### src/rtl/ysyx_23060025_csr_file_pkg.sv
// Shared CSR addresses, operation encodings and field positions for the M-mode CSR file.
package ysyx_23060025_csr_file_pkg;

  localparam logic [11:0] CsrMstatus   = 12'h300;
  localparam logic [11:0] CsrMie       = 12'h304;
  localparam logic [11:0] CsrMtvec     = 12'h305;
  localparam logic [11:0] CsrMscratch  = 12'h340;
  localparam logic [11:0] CsrMepc      = 12'h341;
  localparam logic [11:0] CsrMcause    = 12'h342;
  localparam logic [11:0] CsrMip       = 12'h344;
  localparam logic [11:0] CsrMcycle    = 12'hB00;
  localparam logic [11:0] CsrMcycleh   = 12'hB80;
  localparam logic [11:0] CsrMvendorid = 12'hF11;
  localparam logic [11:0] CsrMarchid   = 12'hF12;

  typedef enum logic [1:0] {
    CsrOpNone = 2'b00,
    CsrOpRw   = 2'b01,
    CsrOpRs   = 2'b10,
    CsrOpRc   = 2'b11
  } csr_op_e;

  localparam int unsigned MstatusMie  = 3;
  localparam int unsigned MstatusMpie = 7;
  localparam int unsigned MieMtie     = 7;
  localparam int unsigned MipMtip     = 7;

  localparam logic [31:0] MstatusMppBits = 32'h0000_1800;

  function automatic logic [31:0] csr_apply(input csr_op_e op, input logic [31:0] old_v,
                                            input logic [31:0] wdata);
    logic [31:0] res;
    res = old_v;
    case (op)
      CsrOpRw: res = wdata;
      CsrOpRs: res = old_v | wdata;
      CsrOpRc: res = old_v & ~wdata;
      default: res = old_v;
    endcase
    return res;
  endfunction

endpackage

### src/rtl/ysyx_23060025_csr_cnt64.sv
// 64-bit free-running cycle counter; a write to either half loads it and holds the count.
module ysyx_23060025_csr_cnt64 (
  input  logic        clk_i,
  input  logic        rst_i,
  input  logic        wr_lo_i,
  input  logic        wr_hi_i,
  input  logic [31:0] wdata_i,
  output logic [63:0] cnt_o
);

  logic [63:0] cnt_q, cnt_d;

  always_comb begin
    cnt_d = cnt_q + 64'd1;
    if (wr_lo_i || wr_hi_i) begin
      cnt_d = cnt_q;
      if (wr_lo_i) cnt_d[31:0] = wdata_i;
      if (wr_hi_i) cnt_d[63:32] = wdata_i;
    end
  end

  always_ff @(posedge clk_i or posedge rst_i) begin
    if (rst_i) cnt_q <= '0;
    else       cnt_q <= cnt_d;
  end

  assign cnt_o = cnt_q;

endmodule

### src/rtl/ysyx_23060025_csr_file.sv
// M-mode CSR file: CSRRW/RS/RC access, trap entry / MRET sequencing and timer-interrupt gating.
module ysyx_23060025_csr_file
  import ysyx_23060025_csr_file_pkg::*;
#(
  parameter int unsigned DATA_WIDTH    = 32,
  parameter bit          MCYCLE_EN     = 1'b1,
  parameter logic [31:0] MVENDORID_VAL = 32'h7973_7978,
  parameter logic [31:0] MARCHID_VAL   = 32'd23060025,
  parameter logic [31:0] MTVEC_RST     = 32'h0
) (
  input  logic                  clock,
  input  logic                  reset,
  input  logic [11:0]           csr_addr,
  input  logic [1:0]            csr_op,
  input  logic [DATA_WIDTH-1:0] csr_wdata,
  output logic [DATA_WIDTH-1:0] csr_rdata,
  output logic                  csr_illegal,
  input  logic                  trap_valid,
  input  logic [DATA_WIDTH-1:0] trap_cause,
  input  logic [DATA_WIDTH-1:0] trap_pc,
  input  logic                  mret_valid,
  input  logic                  irq_timer,
  output logic                  irq_pending,
  output logic                  redirect_valid,
  output logic [DATA_WIDTH-1:0] redirect_pc
);

  csr_op_e     op;
  logic        st_mie_q, st_mie_d, st_mpie_q, st_mpie_d, mtie_q, mtie_d;
  logic [31:0] mtvec_q, mtvec_d, mepc_q, mepc_d, mcause_q, mcause_d, mscratch_q, mscratch_d;
  logic [31:0] rdata, wval, mstatus_v;
  logic [63:0] cycle_cnt;
  logic        impl, ro, wr_req, wr_en;

  assign op        = csr_op_e'(csr_op);
  assign mstatus_v = MstatusMppBits | (32'(st_mpie_q) << MstatusMpie) | (32'(st_mie_q) << MstatusMie);

  always_comb begin
    rdata = '0;
    impl  = 1'b1;
    ro    = 1'b0;
    case (csr_addr)
      CsrMstatus:   rdata = mstatus_v;
      CsrMie:       rdata = 32'(mtie_q) << MieMtie;
      CsrMtvec:     rdata = mtvec_q;
      CsrMscratch:  rdata = mscratch_q;
      CsrMepc:      rdata = mepc_q;
      CsrMcause:    rdata = mcause_q;
      CsrMip:       begin rdata = 32'(irq_timer) << MipMtip; ro = 1'b1; end
      CsrMcycle:    begin rdata = cycle_cnt[31:0];  ro = !MCYCLE_EN; end
      CsrMcycleh:   begin rdata = cycle_cnt[63:32]; ro = !MCYCLE_EN; end
      CsrMvendorid: begin rdata = MVENDORID_VAL; ro = 1'b1; end
      CsrMarchid:   begin rdata = MARCHID_VAL;   ro = 1'b1; end
      default:      impl = 1'b0;
    endcase
  end

  // RS/RC with a zero operand are pure reads and must not trip the read-only check.
  assign wr_req      = (op == CsrOpRw) || ((op != CsrOpNone) && (csr_wdata != '0));
  assign csr_illegal = (op != CsrOpNone) && (!impl || (ro && wr_req));
  assign wr_en       = wr_req && impl && !ro && !trap_valid && !mret_valid;
  assign wval        = csr_apply(op, rdata, csr_wdata);
  assign csr_rdata   = rdata;

  always_comb begin
    st_mie_d   = st_mie_q;
    st_mpie_d  = st_mpie_q;
    mtie_d     = mtie_q;
    mtvec_d    = mtvec_q;
    mepc_d     = mepc_q;
    mcause_d   = mcause_q;
    mscratch_d = mscratch_q;
    if (trap_valid) begin
      mepc_d    = trap_pc & ~32'h3;
      mcause_d  = trap_cause;
      st_mpie_d = st_mie_q;
      st_mie_d  = 1'b0;
    end else if (mret_valid) begin
      st_mie_d  = st_mpie_q;
      st_mpie_d = 1'b1;
    end else if (wr_en) begin
      case (csr_addr)
        CsrMstatus:  begin st_mie_d = wval[MstatusMie]; st_mpie_d = wval[MstatusMpie]; end
        CsrMie:      mtie_d = wval[MieMtie];
        CsrMtvec:    mtvec_d = wval & ~32'h3;
        CsrMscratch: mscratch_d = wval;
        CsrMepc:     mepc_d = wval & ~32'h3;
        CsrMcause:   mcause_d = wval;
        default:     ;
      endcase
    end
  end

  always_ff @(posedge clock or posedge reset) begin
    if (reset) begin
      st_mie_q   <= 1'b0;
      st_mpie_q  <= 1'b0;
      mtie_q     <= 1'b0;
      mtvec_q    <= MTVEC_RST & ~32'h3;
      mepc_q     <= '0;
      mcause_q   <= '0;
      mscratch_q <= '0;
    end else begin
      st_mie_q   <= st_mie_d;
      st_mpie_q  <= st_mpie_d;
      mtie_q     <= mtie_d;
      mtvec_q    <= mtvec_d;
      mepc_q     <= mepc_d;
      mcause_q   <= mcause_d;
      mscratch_q <= mscratch_d;
    end
  end

  generate
    if (MCYCLE_EN) begin : g_mcycle
      ysyx_23060025_csr_cnt64 u_cnt64 (
        .clk_i   (clock),
        .rst_i   (reset),
        .wr_lo_i (wr_en && (csr_addr == CsrMcycle)),
        .wr_hi_i (wr_en && (csr_addr == CsrMcycleh)),
        .wdata_i (wval),
        .cnt_o   (cycle_cnt)
      );
    end else begin : g_no_mcycle
      assign cycle_cnt = '0;
    end
  endgenerate

  assign irq_pending    = st_mie_q && mtie_q && irq_timer;
  assign redirect_valid = trap_valid || mret_valid;
  assign redirect_pc    = trap_valid ? mtvec_q : mepc_q;

endmodule

### config.mk
export PLATFORM = sky130hd
export DESIGN_NAME = ysyx_23060025_csr_file
export DESIGN_NICKNAME = d
export VERILOG_FILES = /design/src/rtl/ysyx_23060025_csr_file_pkg.sv /design/src/rtl/ysyx_23060025_csr_cnt64.sv /design/src/rtl/ysyx_23060025_csr_file.sv
export SDC_FILE = /design/constraint.sdc
export NUM_CORES = 1
export LEC_CHECK = 0
export BUFFER_PORTS_ARGS = -buffer_cell sky130_fd_sc_hd__clkbuf_2
export CAP_MARGIN = 20
export CORE_UTILIZATION = 59
export DETAILED_ROUTE_END_ITERATION = 12
export PLACE_DENSITY = 0.92
export SKIP_LAST_GASP = 1
export SLEW_MARGIN = 30
export SYNTH_ARGS = -nofsm -noshare
export SYNTH_HDL_FRONTEND = slang
export SYNTH_SLANG_ARGS = --single-unit
export TNS_END_PERCENT = 50
### constraint.sdc
create_clock -name clock -period 7.3 [get_ports clock]
set_input_delay 0 -clock clock [delete_from_list [all_inputs] [get_ports clock]]
set_output_delay 0 -clock clock [all_outputs]
set_load 0.01 [all_outputs]
== Word-level counts from Yosys, hierarchy flattened ==
Index checks and enable logic that the tools add are counted.

* $add $sub $neg: 1
* Equality and inequality tests: 17
* Mux-type cells: 24
* Bitwise logic cells: 6
* Reduce and logical (&&, ||, !) cells: 34

{| class="wikitable"
|+ Operators with widths
! operator !! number
|-
| $mux 32 || 11
|-
| $pmux 32 s11 || 1
|-
| $pmux 32 s3 || 1
|-
| $eq 12x10->1 const B || 7
|-
| $add 64x1->64 const B || 1
|-
| $mux 64 || 1
|-
| $eq 12x12->1 const B || 4
|-
| $and 32x32->32 || 1
|-
| $not 32->32 || 1
|-
| $or 32x32->32 || 1
|-
| $reduce_bool 32->1 || 1
|-
| $or 13x4->13 || 1
|-
| $reduce_and 4->1 || 3
|-
| $logic_and 1x1->1 || 11
|-
| $reduce_or 11->1 || 1
|-
| $mux 1 || 10
|-
| $reduce_bool 2->1 || 4
|-
| $reduce_and 3->1 || 2
|-
| $reduce_bool 3->1 || 2
|-
| $eq 2x2->1 const B || 2
|-
| $logic_not 1->1 || 4
|-
| $logic_or 1x1->1 || 4
|-
| $ne 2x1->1 const B || 2
|-
| $reduce_or 3->1 || 1
|-
| other kinds (4) || 5
|}

* Register bits after elaboration: 193
* Input bits: 115
* Output and inout bits: 67
* Word-level logic and storage cells: 91

== Depth between registers and ports, before layout ==
Gate-level depths: netlist of the first run.

* Depth in word-level cells: 10
* Mapped depth: 10
* Depth with buffers taken out: 7

== Cells and area by module ==
From an unflattened synthesis of the first run, not the netlist that was laid out.

* Cell total of the unflattened synthesis: 1250
* Area, all modules: 12187.9 um^2

{| class="wikitable"
|+ By module, submodules not included
! module !! times used !! cells each !! area each (um^2) !! sequential area each (um^2)
|-
| ysyx_23060025_csr_file || 1 || 803 || 8252.9 || 3178.0
|-
| ysyx_23060025_csr_cnt64 || 1 || 447 || 3935.0 || 1601.5
|}

== Worst setup path after synthesis of the first run ==
Ideal clock, no wire load.

* Kind: reg2reg
* Start: reg g_mcycle.u_cnt64.cnt_q[10], in the netlist g_mcycle.u_cnt64.cnt_o[10]
* End: reg g_mcycle.u_cnt64.cnt_q[62], in the netlist g_mcycle.u_cnt64.cnt_o[62]
* Setup time: 87 ps
* Arrival time: 2164 ps
* Required time: 7213 ps
* Slack: 5049 ps
* Stages on the path, launching flop included: 8
* Path buffers: 1
* Period minus slack after synthesis: 2251 ps
* Cell sequence: dfrtp_1 > nand3_1 > or4_1 > clkbuf_1 > nor4_2 > nand2_1 > or4_1 > o211ai_1

* Longest elaborated chain between the ends: 2

{| class="wikitable"
|+ RTL lines
! what !! line !! text
|-
| start, declared || ysyx_23060025_csr_cnt64.sv:11 || <nowiki>logic [63:0] cnt_q, cnt_d;</nowiki>
|-
| start signal, assigned || ysyx_23060025_csr_cnt64.sv:24 || <nowiki>else cnt_q <= cnt_d;</nowiki>
|-
| $add 64x1->64 || ysyx_23060025_csr_cnt64.sv:14 || <nowiki>cnt_d = cnt_q + 64'd1;</nowiki>
|-
| $mux 64 || ysyx_23060025_csr_cnt64.sv:15 || <nowiki>if (wr_lo_i || wr_hi_i) begin</nowiki>
|}

Every way passes these cells.
A chain may end at the register's enable or synchronous reset.

== Worst setup path after layout of the first run ==
* Start: in mret_valid
* End: reg mscratch_q[1]

* Longest elaborated chain between the ends: 3
* Elaborated cells on any way between the ends: 4
* Classes of those cells: 1 x bitwise; 3 x reduce/logical

{| class="wikitable"
|+ RTL lines
! what !! line !! text
|-
| start, declared || ysyx_23060025_csr_file.sv:21 || <nowiki>input logic mret_valid,</nowiki>
|-
| $logic_not 1->1 || ysyx_23060025_csr_file.sv:61 || <nowiki>assign wr_en = wr_req && impl && !ro && !trap_valid && !mret_valid;</nowiki>
|-
| $logic_and 1x1->1 || ysyx_23060025_csr_file.sv:61 ||
|-
| $reduce_and 4->1 (no line) (*) || - ||
|-
| end signal, assigned || ysyx_23060025_csr_file.sv:110 || <nowiki>mscratch_q <= mscratch_d;</nowiki>
|-
| end, declared || ysyx_23060025_csr_file.sv:30 || <nowiki>logic [31:0] mtvec_q, mtvec_d, mepc_q, mepc_d, mcause_q, mcause_d, mscratch_q, mscratch_d;</nowiki>
|}

Mark *: on every way between the ends. The rest lies on a longest branch, timed or not.

==> reports/results.txt, run 1 <==
Top Ports -> 182
Arr. time, crit path -> 3.81 ns
skew final -> 0.0142 ns
# setup viols final -> 0
Core ar. -> 21800 um2
register area share after synthesis -> 0.365
FMAX -> 288 MHz
Buffers on Ports -> 177
Total Routing Usage GR -> 0.559
Yosys warning count -> 0
WP data required -> 7.64 ns
final std cells w/o fill -> 2004
total CTS buffers -> 17
Clock Tree Buf Depth -> 2
die width -> 151 um
leakage -> 6.78 nW
Max VDD drop -> 169 uV
clock slew at reported path FFs -> 0.09 ns
Layout fillers -> 1671
r2r startpoint -> g_mcycle.u_cnt64.cnt_o[3]
post-synthesis sequential element count -> 191
global-route wire length before repair -> 92200 um
EDFF count, synth -> 0
Placed Cells -> 1906
row cnt -> 54
largest net degree at the start of global routing -> 116
Initial DRC Count -> 2705
drt drc -> 0
post_cts resized -> 0
hold path cells -> 3
Max FO, Critical Path -> 18
vias in the first global route -> 14700
GR Util met2 -> 0.788
M3 GR Usage -> 0.200
Slew HR -> 0.230
DIE AREA -> 22800 um2
Max Cap Viol -> 0
Layout Nets -> 1825
FF+latch area -> 4780 um2
layout cells sized above 1 -> 0.193
worst skew pair latency -> 0.46 ns
CTS H-Tree Depth -> 4
Routed Wire Length -> 63800 um
M1 GR Usage -> 0.701
Power Total -> 2.66 mW
Syn Inst Count -> 1532
Area Growth Syn to Fin -> 18.8%
clk sinks -> 191
GR peak layer -> met2
Synth Area per Inst -> 8.55 um2
total grt overflow -> 0
pwr dens -> 171 nW/um2
Vias per Instance -> 7.92
min-delay src -> csr_wdata[3]
Root Driver -> clkbuf_16
drt first pass iters -> 8
hold crit path type -> input port to flip-flop
mapped cell area -> 13100 um2
Routed Antenna Nets -> 0
reg2reg path depth -> 6
Setup crit end kind -> flip-flop
status -> complete, no violations
via count -> 15900
synth unique cells -> 94
Final Hold Vio Count -> 0
worst setup path startpoint -> mret_valid
RSZ-0062 raised after global routing -> false
crit start category -> input port
DR WL/cell -> 31.8 um
die height -> 151 um
post-DP HPWL -> 43100 um
dominant synthesized flop cell -> dfrtp_1
CTS tree -> built
fin crit period -> 3.47 ns
RePlAce Congestion -> 1.06
critical path class -> input port to flip-flop
Final TNS setup -> 0 ns
Least-Margin Pin Slew -> 1.13 ns
area of the multi-input gates -> 7650 um2
ys async rst share -> 1.00
initial antenna violation count -> 2
max-slew violations -> 0
Initial Util -> 0.600
period utilisation layout -> 0.476
## power breakdown
part           switching [mW]  internal [mW]  total [mW]
clock network           0.571          0.492        1.06
registers              0.0560           1.11        1.16
logic                   0.276          0.154       0.431
## synthesized netlist by cell type, drive strengths merged, types with 7 or more instances
cell type | n | share of area
a211oi | 15 | 0.0097
a21o | 17 | 0.0097
a21oi | 90 | 0.034
a221o | 7 | 0.0053
a221oi | 26 | 0.019
a22oi | 25 | 0.014
a31oi | 7 | 0.0033
a41oi | 8 | 0.0053
and2 | 26 | 0.012
and3 | 22 | 0.011
and4 | 14 | 0.0094
buf | 43 | 0.017
clkbuf | 81 | 0.023
dfrtp | 191 | 0.36
inv | 73 | 0.021
mux2 | 36 | 0.031
mux2i | 35 | 0.027
nand2 | 142 | 0.041
nand3 | 51 | 0.020
nand3b | 7 | 0.0040
nand4 | 91 | 0.043
nor2 | 73 | 0.021
nor2b | 11 | 0.0053
nor3 | 45 | 0.020
nor4 | 24 | 0.014
o2111ai | 19 | 0.013
o211ai | 9 | 0.0052
o21ai | 89 | 0.034
o221ai | 19 | 0.013
o22ai | 53 | 0.025
o2bb2ai | 7 | 0.0047
o311a | 12 | 0.0092
o311ai | 7 | 0.0047
o31ai | 10 | 0.0061
o41ai | 7 | 0.0047
or4 | 11 | 0.0066
xnor2 | 10 | 0.0067
## cell families (layout without fill, tap and decap cells)
kind of cell,count (synthesis),in the layout,share of synthesized area
compound gates,497,497,0.271
xor+xnor,16,16,0.0107
fa+ha+maj,1,1,0.000955
buf+inv,199,388,0.0615
flops,191,191,0.365
mux,71,71,0.0577
other cells,1,4,0.000286
simple gates,556,556,0.233
## routing by layer
layer,part of all wire,up-vias
met1,0.34,7382
met4,0.091,0
met2,0.41,1746
met5,0,-
met3,0.16,440
li1,-,6308
## worst paths after layout
kind,endpoint,slack (ns)
min in group asynchronous,mtvec_q[19],0.22
worst max register to register,g_mcycle.u_cnt64.cnt_o[62],4.33
max in group asynchronous,mtvec_q[7],5.71
worst min-delay path,g_mcycle.u_cnt64.cnt_o[3],0.11
worst min register to register,mscratch_q[1],0.51
worst max-delay path,mscratch_q[1],3.83
## registers in the layout, indices dropped and copies added (netlist names)
register / flops
mtvec_q: 30
g_mcycle.u_cnt64.cnt_o: 64
st_mpie_q: 1
mscratch_q: 32
mtie_q: 1
st_mie_q: 1
mcause_q: 32
mepc_q: 30
## worst max-delay path, cell delays in order
cell and delay (ns):
dlygate4sd3_1 0.59, clkbuf_2 0.15, or2_0 0.32, nand2b_1 0.69, nor4_1 0.59, nand3_2 0.58, buf_4 0.50, mux2_1 0.36
## through the flow
step	utilization	area, um2	hold slack [ns]	worst slack, ns
after floorplan	-	13100	0.127	2.10
after global placement	0.652	14200	0.227	3.69
after detailed placement	0.652	14200	0.242	3.73
after CTS	0.712	15500	0.0795	4.07
after global routing	0.713	15600	0.104	3.84
final	0.713	15600	0.105	3.83
## cell type report
type / instances / share of cell area
Clock buffer: 17 / 0.0273
Multi-Input combinational cell: 1143 / 0.492
Tap cell: 280 / 0.0225
Sequential cell: 191 / 0.307
Timing Repair Buffer: 281 / 0.118
Clock inverter: 15 / 0.0146
Antenna cell: 2 / 0.000322
Inverter: 75 / 0.0186
## cells in the final DEF (no fill, tap or decap), types with 12 or more instances in the layout
cell type	count
nor4_1	17
and2_1	26
a21oi_1	90
a21o_1	17
clkbuf_16	17
and3_1	22
nand4_1	91
o22ai_1	53
a22oi_1	25
and4_1	14
nand3_1	49
o2111ai_1	18
nand2_1	142
o21ai_1	45
clkbuf_2	177
o21ai_0	43
nor2_1	71
inv_1	72
mux2_2	34
mux2i_1	35
dfrtp_1	191
a221oi_1	23
dlygate4sd3_1	64
o221ai_1	19
o311a_1	12
nor3_1	37
buf_4	39
a211oi_1	12
## repair_timing
action / 4_1_cts / 5_1_grt
endpoints found under the hold margin: 177 / 0
setup buffers: 0 / 0
hold buffers: 64 / 0
Note: power is estimated with default switching activity, not from simulation.
==> run 2: changes to the inputs <==
--- a/config.mk
+++ b/config.mk
@@ -7,9 +7,9 @@
 export LEC_CHECK = 0
 export BUFFER_PORTS_ARGS = -buffer_cell sky130_fd_sc_hd__clkbuf_2
 export CAP_MARGIN = 20
-export CORE_UTILIZATION = 59
+export CORE_UTILIZATION = 53
 export DETAILED_ROUTE_END_ITERATION = 12
-export PLACE_DENSITY = 0.92
+export PLACE_DENSITY = 0.87
 export SKIP_LAST_GASP = 1
 export SLEW_MARGIN = 30
 export SYNTH_ARGS = -nofsm -noshare
==> constraint.sdc (replaced) <==
create_clock -name clock -period 2.8 [get_ports clock]
set_input_delay 0 -clock clock [delete_from_list [all_inputs] [get_ports clock]]
set_output_delay 0 -clock clock [all_outputs]
set_load 0.01 [all_outputs]
==> reports/results.txt, run 2 (same netlist as run 1, synthesis figures left out) <==
via count -> 16200
Arr. time, crit path -> 2.97 ns
vias in the first global route -> 15700
fin util -> 0.699
Initial DRC Count -> 2658
die height -> 159 um
hold crit path type -> input port to flip-flop
Power Total -> 7.07 mW
Max Cap Viol -> 0
most common cell after layout, fill and taps aside -> dfrtp_1
layout cells sized above 1 -> 0.257
Slew HR -> 0.337
Switch Pwr -> 2.41 mW
Routed Antenna Nets -> 0
FMAX -> 381 MHz
Crit path max-delay family -> simple AND/OR/NAND/NOR gates
worst skew pair latency -> 0.47 ns
Total Routing Usage GR -> 0.526
Pint -> 4.66 mW
CTS H-Tree Depth -> 4
Initial Util -> 0.540
RePlAce Congestion -> 1.02
Max VDD drop -> 334 uV
drt first pass iters -> 6
CP cell instances -> dlygate4sd3_1 > clkbuf_2 > or2_0 > nand2b_1 > nor4_1 > nand3_2 > buf_12 > mux2_1
DR WL/cell -> 30.2 um
skew final -> 0.0228 ns
r2r endpoint -> g_mcycle.u_cnt64.cnt_o[62]
hold path cells -> 3
clk sinks -> 191
reg2reg path depth -> 7
crit start category -> input port
Top Ports -> 182
Sw Share -> 0.341
Worst Hold Slack -> 0.0562 ns
Setup crit end kind -> flip-flop
row cnt -> 57
Setup Fix Bufs, Post-CTS -> 0
period utilisation layout -> 0.936
DIE AREA -> 25300 um2
Routed Wire Length -> 66400 um
die width -> 159 um
Max FO, Critical Path -> 6
Vias per Instance -> 7.38
Least-Margin Pin Slew -> 0.969 ns
Final Hold Vio Count -> 0
post-DP HPWL -> 48300 um
Largest register FFs -> 64
Root Driver -> clkbuf_16
post_cts resized -> 0
fin crit period -> 2.62 ns
total CTS buffers -> 17
Final TNS setup -> 0 ns
Worst R2R Setup Slack -> 0.22 ns
critical path class -> input port to flip-flop
CTS tree -> built
status -> complete, no violations
leakage -> 7.60 nW
clock share of power -> 0.403
Seq pwr share -> 0.428
Clock Tree Buf Depth -> 2
pre-CTS setup slack -> 0.0970 ns
global-route wire length before repair -> 98800 um
Core ar. -> 24200 um2
RSZ-0062 raised after global routing -> false
crit-path max cell delay -> 0.82 ns
WP data required -> 3.15 ns
Area Growth Syn to Fin -> 29.3%
Worst Slack Setup Final -> 0.178 ns
Buf/Inv on CP -> 3
min-delay src -> csr_wdata[13]
r2r startpoint -> g_mcycle.u_cnt64.cnt_o[3]
largest net degree at the start of global routing -> 119
max-slew violations -> 0
drt drc -> 0
initial antenna violation count -> 3
Layout fillers -> 1929
Layout Nets -> 1980
total grt overflow -> 0
Buffers on Ports -> 177
# setup viols final -> 0
diode count -> 0
Critical Path Slowest Stage Cell -> nor4_1
most frequent cells in the layout -> 191 x dfrtp_1, 179 x buf_4, 177 x clkbuf_2, 142 x nand2_1, 91 x nand4_1
pwr dens -> 417 nW/um2
Worst Hold End -> g_mcycle.u_cnt64.cnt_o[45]
clock slew at reported path FFs -> 0.10 ns
Comb pwr share -> 0.169
[run 2: worst max-delay path by stage]
stage                     slack (ns)                          to                 startpoint  cells after the start
after floorplan                 0.34   g_mcycle.u_cnt64.cnt_o[0]                      reset                      1
after global placement          0.15                 mtvec_q[26]                csr_addr[4]                      9
after detailed placement         0.1                  mepc_q[26]                csr_addr[4]                      9
after CTS                       0.29  g_mcycle.u_cnt64.cnt_o[62]  g_mcycle.u_cnt64.cnt_o[3]                      7
after global routing            0.15  g_mcycle.u_cnt64.cnt_o[58]  g_mcycle.u_cnt64.cnt_o[3]                      7
final                           0.18               mscratch_q[1]                 mret_valid                      8
[run 2: area by class of cell]
cell class / instances / area, um2 / area share
Clock buffer: 17 / 425 / 0.0251
Inverter: 75 / 285 / 0.0168
Tap cell: 324 / 405 / 0.0239
Multi-Input combinational cell: 1143 / 7620 / 0.450
Timing Repair Buffer: 436 / 3180 / 0.188
Clock inverter: 15 / 240 / 0.0142
Sequential cell: 191 / 4780 / 0.282
[run 2: timing repair]
item                                    in CTS  in global routing
hold buffers                                64                  0
endpoints found under the setup margin       0                  0
endpoints found under the hold margin      254                  0
[run 2: worst register-to-register path: stages (launching register included)]
cell and delay, ns:
dfrtp_1 0.44, nand4_1 0.24, or4_1 0.64, nor4_2 0.32, buf_4 0.18, nand2_1 0.08
or4_1 0.50, o211ai_1 0.10
[run 2: routing by layer]
metal | GRT usage | share of wire
met5 | 0 | 0.00057
met1 | 0.676 | 0.35
met4 | 0.378 | 0.087
met3 | 0.130 | 0.14
met2 | 0.776 | 0.42
[run 2: power by group through the flow]
| stage | logic [mW] | registers [mW] | clock network [mW] |
|---|---|---|---|
| after global routing | 1.24 | 3.04 | 2.93 |
| after global placement | 1.03 | 3.06 | 0 |
| final | 1.20 | 3.03 | 2.85 |
| after floorplan | 0.580 | 3.02 | 0 |
| after CTS | 1.13 | 3.02 | 2.83 |
| after detailed placement | 1.06 | 3.07 | 0 |
[run 2: through the flow]
| step | cell area (um2) | std cells |
|---|---|---|
| floorplan | 13100 | 1533 |
| CTS | 16900 | 2201 |
| global route | 16900 | 2201 |
| finish | 16900 | 2201 |
| global placement | 15600 | 2105 |
| detailed placement | 15600 | 2105 |
